$ cat src/rtl/apb_spi_ctrl.sv
// apb_spi_ctrl -- APB3 register front-end for a 16-bit SPI shift engine.
//
// Queues transmit words in a TX FIFO and launches one engine transfer per
// word with a single-cycle start pulse. Each received word is captured into a
// one-entry RX holding register. Status and sticky error flags are visible to
// software.
//
// Optional feature: define APB_SPI_IRQ_EN to add the irq output and CTRL[2] IE.
//
// Ports:
//   clk          system clock, rising edge
//   reset        synchronous, active-low reset
//   psel/penable/pwrite/paddr/pwdata   APB3 request
//   prdata/pready/pslverr              APB3 response (pready tied 1)
//   spi_start    one-cycle launch pulse to the engine
//   spi_datain   word to the engine, held between transfers
//   spi_dataout  word received by the engine
//   spi_busy     engine busy flag
//   irq          (APB_SPI_IRQ_EN only) registered interrupt
//
// Register map (paddr[3:2]):
//   0x0 TXDATA  W    push pwdata[15:0]
//   0x4 RXDATA  R    {16'b0, rx_data}; the read clears RX_VALID
//   0x8 STATUS  R/W1C {RX_OVF, TX_OVF, TX_EMPTY, TX_FULL, RX_VALID, BUSY}
//   0xC CTRL    R/W  [0] ENABLE, [1] FLUSH (write-only), [2] IE (optional)
module apb_spi_ctrl #(
  parameter int TX_DEPTH = 4,
  parameter int ADDR_W   = 8
) (
  input  logic              clk,
  input  logic              reset,
  input  logic              psel,
  input  logic              penable,
  input  logic              pwrite,
  input  logic [ADDR_W-1:0] paddr,
  input  logic [31:0]       pwdata,
  output logic [31:0]       prdata,
  output logic              pready,
  output logic              pslverr,
  output logic              spi_start,
  output logic [15:0]       spi_datain,
  input  logic [15:0]       spi_dataout,
  input  logic              spi_busy
`ifdef APB_SPI_IRQ_EN
  ,
  output logic              irq
`endif
);

  localparam int AW = $clog2(TX_DEPTH);

  typedef enum logic [1:0] {S_IDLE, S_WAIT_BUSY, S_XFER} state_t;

  state_t      r_state;
  logic [15:0] r_fifo_mem [TX_DEPTH];
  logic [AW:0] r_wr_ptr;
  logic [AW:0] r_rd_ptr;
  logic [15:0] r_rx_data;
  logic        r_rx_valid;
  logic        r_tx_ovf;
  logic        r_rx_ovf;
  logic        r_enable;
  logic        r_spi_start;
  logic [15:0] r_spi_datain;

  logic        w_access, w_wr, w_rd;
  logic [1:0]  w_sel;
  logic        w_empty, w_full, w_busy;
  logic        w_push, w_tx_ovf_evt, w_flush, w_rx_read, w_stat_wr, w_ctrl_wr;
  logic        w_launch, w_capture;
  logic        w_ie;
  logic [31:0] w_status;
  logic        w_unused;

  assign w_access = psel & penable;
  assign w_wr     = w_access & pwrite;
  assign w_rd     = w_access & ~pwrite;
  assign w_sel    = paddr[3:2];

  // The extra pointer MSB tells a full FIFO apart from an empty one.
  assign w_empty = (r_wr_ptr == r_rd_ptr);
  assign w_full  = (r_wr_ptr[AW] != r_rd_ptr[AW]) &&
                   (r_wr_ptr[AW-1:0] == r_rd_ptr[AW-1:0]);
  assign w_busy  = (r_state != S_IDLE) || !w_empty;

  assign w_push       = w_wr && (w_sel == 2'd0) && !w_full;
  assign w_tx_ovf_evt = w_wr && (w_sel == 2'd0) && w_full;
  assign w_rx_read    = w_rd && (w_sel == 2'd1);
  assign w_stat_wr    = w_wr && (w_sel == 2'd2);
  assign w_ctrl_wr    = w_wr && (w_sel == 2'd3);
  assign w_flush      = w_ctrl_wr && pwdata[1];

  assign w_launch  = (r_state == S_IDLE) && r_enable && !w_empty && !spi_busy;
  assign w_capture = (r_state == S_XFER) && !spi_busy;

  assign w_status = {26'b0, r_rx_ovf, r_tx_ovf, w_empty, w_full, r_rx_valid, w_busy};

  assign pready     = 1'b1;
  assign spi_start  = r_spi_start;
  assign spi_datain = r_spi_datain;

  assign w_unused = ^{pwdata[31:16], paddr};

`ifdef APB_SPI_IRQ_EN
  logic r_ie;
  logic r_irq;
  assign w_ie = r_ie;
  assign irq  = r_irq;

  always_ff @(posedge clk) begin
    if (!reset) begin
      r_ie  <= 1'b0;
      r_irq <= 1'b0;
    end else begin
      if (w_ctrl_wr) r_ie <= pwdata[2];
      r_irq <= r_ie & (r_rx_valid | r_tx_ovf | r_rx_ovf);
    end
  end
`else
  assign w_ie = 1'b0;
`endif

  // Response is combinational and only non-zero during the access phase.
  always_comb begin
    prdata  = '0;
    pslverr = 1'b0;
    if (w_access) begin
      case (w_sel)
        2'd0: if (pwrite) pslverr = w_full;
        2'd1: if (pwrite) pslverr = 1'b1;
              else        prdata  = {16'b0, r_rx_data};
        2'd2: if (!pwrite) prdata = w_status;
        default: if (!pwrite) prdata = {29'b0, w_ie, 1'b0, r_enable};
      endcase
    end
  end

  // FIFO storage: no reset so it maps onto RAM.
  always_ff @(posedge clk) begin
    if (w_push) r_fifo_mem[r_wr_ptr[AW-1:0]] <= pwdata[15:0];
  end

  always_ff @(posedge clk) begin
    if (!reset) begin
      r_wr_ptr <= '0;
      r_rd_ptr <= '0;
    end else if (w_flush) begin
      // A launch in this cycle has already latched its head word.
      r_wr_ptr <= '0;
      r_rd_ptr <= '0;
    end else begin
      if (w_push)   r_wr_ptr <= r_wr_ptr + 1'b1;
      if (w_launch) r_rd_ptr <= r_rd_ptr + 1'b1;
    end
  end

  always_ff @(posedge clk) begin
    if (!reset) begin
      r_state      <= S_IDLE;
      r_spi_start  <= 1'b0;
      r_spi_datain <= '0;
      r_rx_data    <= '0;
      r_rx_valid   <= 1'b0;
      r_tx_ovf     <= 1'b0;
      r_rx_ovf     <= 1'b0;
      r_enable     <= 1'b0;
    end else begin
      r_spi_start <= 1'b0;
      case (r_state)
        S_IDLE: if (w_launch) begin
          r_spi_datain <= r_fifo_mem[r_rd_ptr[AW-1:0]];
          r_spi_start  <= 1'b1;
          r_state      <= S_WAIT_BUSY;
        end
        S_WAIT_BUSY: if (spi_busy) r_state <= S_XFER;
        S_XFER:      if (!spi_busy) r_state <= S_IDLE;
        default:     r_state <= S_IDLE;
      endcase

      // Capture beats a same-cycle RXDATA read (the read sees the old word).
      if (w_capture) begin
        r_rx_data  <= spi_dataout;
        r_rx_valid <= 1'b1;
      end else if (w_rx_read) begin
        r_rx_valid <= 1'b0;
      end

      if (w_capture && r_rx_valid && !w_rx_read) r_rx_ovf <= 1'b1;
      else if (w_stat_wr && pwdata[5])           r_rx_ovf <= 1'b0;

      if (w_tx_ovf_evt)                  r_tx_ovf <= 1'b1;
      else if (w_stat_wr && pwdata[4])   r_tx_ovf <= 1'b0;

      if (w_ctrl_wr) r_enable <= pwdata[0];
    end
  end

endmodule

$ cat config.mk
export PLATFORM = sky130hd
export DESIGN_NAME = apb_spi_ctrl
export DESIGN_NICKNAME = d
export VERILOG_FILES = /design/src/rtl/apb_spi_ctrl.sv
export SDC_FILE = /design/constraint.sdc
export NUM_CORES = 1
export LEC_CHECK = 0
export BUFFER_PORTS_ARGS = -buffer_cell sky130_fd_sc_hd__buf_2
export CAP_MARGIN = 10
export CORE_MARGIN = 10
export CORE_UTILIZATION = 42
export CTS_CLUSTER_SIZE = 16
export DETAILED_ROUTE_END_ITERATION = 6
export PLACE_DENSITY = 0.67
export SLEW_MARGIN = 20
export SYNTH_ARGS = -nofsm -noshare
export SYNTH_HDL_FRONTEND = slang
export SYNTH_SLANG_ARGS = --single-unit
$ cat constraint.sdc
create_clock -name clk -period 5.8 [get_ports clk]
set_input_delay 1.16 -clock clk [delete_from_list [all_inputs] [get_ports clk]]
set_output_delay 1.16 -clock clk [all_outputs]
set_load 0.03 [all_outputs]
==> run metrics <==
Critical Path AT 2590 ps; Routability Congestion 0.778; Post CTS Setup Buffer Count 0; clk sink count 109; Initial Utilization 43.5%; mean area per synthesized cell 12.8 um2; Port Buffers 73; multi-input logic area 0.00155 mm2; min Tclk post-route 3750 ps; WP buf/inv 2; setup TNS 0 ps; worst skew pair latency 370 ps; WS Path Type input pin to output port; Leakage 1.96 nW; Top Layer Used met4; clk slew on worst S/H paths 100 ps; CTS buffer count 9; Die X 124 um; Routed WL 9130 um; Final setup viols 0; Post-synth EDFFs 64; nets@finish 489; largest net degree at the start of global routing 57; RSZ-0062 raised after global routing false; Max Cap Viol 0; total gr overflow 0; CTS root buffer clkbuf_8; status finished clean; Ports 113; row cnt 37; met2 wire length 4410 um; post-route ant nets 0; DRC Markers 0; wire per inst 16.2 um; most frequent cells in the layout 73 x buf_2, 64 x edfxtp_1, 54 x nand2_1; cells after synthesis 357; Slew headroom 30.7%; Peak Freq 267 MHz; die height 124 um; clock buffer depth 2; cells along the critical path buf_2 > nand3_1 > nor3_1 > and2_1 > buf_2; non-filler cells, final 564; Worst path most repeated cell buf_2; Area Overhead vs Synth 13.4%; Yosys top cell by area edfxtp_1; Die ar. 0.0154 mm2; routed vias 2802; Synth Cell Area 0.00455 mm2; sequential area share after synthesis 62.0%; DRT Pass-1 Iters 4; number of global-route vias before repair 2737; Filler Cells Inserted 918; Seq cells post-synth 109; PwrDens 270 mW/mm2; CP max-delay cell nor3_1; Reg area 0.00282 mm2; largest cells by area after synthesis edfxtp_1 42%, dfxtp_1 20%, mux4_2 5.9%, nand2_1 4.5%, nand3_1 3.8%; DR WL met3 819 um; crit-path max FO 12; first-pass GRT wire length 14100 um; initial DRC count 173; CP max stage delay 730 ps; Post-CTS Resized 0; asr flop ratio synth 0%; CP Data Required Time 4640 ps; CP Launch Type input pin; Via density 4.97; CTS tree built; core area 0.0105 mm2; gr usage total 11.8%; crit-path leading delay family simple AND/OR/NAND/NOR gates; VDD IR max 166 uV; critical path capture point type output port; top_reg_cell synth edfxtp_1; Syn. warnings 0; Clock H-tree levels 3; final count of hold timing violations 0; Synth cell types 42; post-DP HPWL 6270 um; Worst Skew 8.69 ps; initial antenna violation count 1; most common cell after layout, fill and taps aside buf_2; fraction of layout cells with a size suffix above 1 25.8%; Hold Buf Count CTS 0; post-synth top area share 42.2%; dpl cells 547; Tightest Pin Transition 1040 ps; Final Cycle Share 64.7%; Post-Route M1 WL 3770 um; Hold Path Class register to register; Max Slew Vio Count 0
## cell usage after synthesis (2+ instances only)
cell	count
a21boi_0	19
mux4_1	4
buf_6	3
nor3_1	5
nand2_1	54
and2_1	14
inv_1	4
nor2_1	17
edfxtp_1	64
xnor2_1	3
dfxtp_1	45
mux4_2	12
buf_2	3
nand3b_1	2
conb_1	2
ha_1	5
nand3_1	35
a21oi_1	5
a22oi_1	5
o21ai_0	3
buf_4	18
clkbuf_1	11
nand2b_1	3
xor2_1	3
## report_power, final
part	internal (W)	switching, W	leakage [nW]	total [W]
sequential	0.000818	0.000000649	0.938	0.000819
clock	0.000251	0.000267	0.118	0.000518
combinational	0.0000159	0.0000398	0.900	0.0000557
total	0.00109	0.000308	1.96	0.00139
## per-layer routing
metal	global-route usage, %	vias to the layer above
met5	0	-
met4	4.89	0
met3	3.67	12
met2	19.7	83
met1	14.0	1327
li1	-	1380
## path summary, 6_finish.rpt
kind	startpoint	endpoint	slack (ps)	depth (start not counted)
max	paddr[2]	prdata[13]	2050	5
min	spi_datain[11]$_SDFFE_PN0P_	spi_datain[11]$_SDFFE_PN0P_	460	2
min reg2reg	spi_datain[11]$_SDFFE_PN0P_	spi_datain[11]$_SDFFE_PN0P_	460	2
max reg2reg	r_rd_ptr[1]$_SDFFE_PP0P_	r_fifo_mem[1][10]$_DFFE_PP_	3160	3
## flip-flops by register name, summed over array words and instances, names as in the netlist, 2 cells and up
name,flops
r_rd_ptr,3
spi_datain,16
r_fifo_mem,64
r_state,2
r_rx_data,16
r_wr_ptr,3
## metrics by stage
step / power (W) / setup WS (ps) / area [um2] / util, % / hold slack (ps)
after global routing: 0.00144 / 1850 / 5160 / 49.3 / 478
after CTS: 0.00140 / 2030 / 5160 / 49.3 / 462
after floorplan: 0.000878 / 2350 / 4610 / - / 439
after global placement: 0.000890 / 2020 / 4930 / 47.1 / 441
after detailed placement: 0.000892 / 2040 / 4930 / 47.1 / 446
final: 0.00139 / 2050 / 5160 / 49.4 / 456
## layout make-up
cell class              count  area share (%)
diodes                      1          0.0484
clock buffers               9            2.40
clock inverters             7            2.03
inverters                   4           0.291
multi-input cells         223            29.9
flip-flops and latches    109            54.7
well taps                 136            3.29
repair buffers             75            7.36
## worst reg2reg max path: stages (launching register included)
cell and delay, ps:
dfxtp_1 1020, xor2_4 280, o311a_4 260, and2_1 720
## kinds of logic after synthesis
| group | synth area share [%] |
|---|---|
| multiplexers | 8.79 |
| other | 0.165 |
| AO/OA/AOI/OAI | 6.43 |
| adder cells (fa/ha/maj) | 1.37 |
| XOR/XNOR | 1.76 |
| buffers and inverters | 5.36 |
| flip-flops | 62.0 |
| AND/OR/NAND/NOR | 14.1 |
No activity file was read; power rests on OpenSTA's default activity.
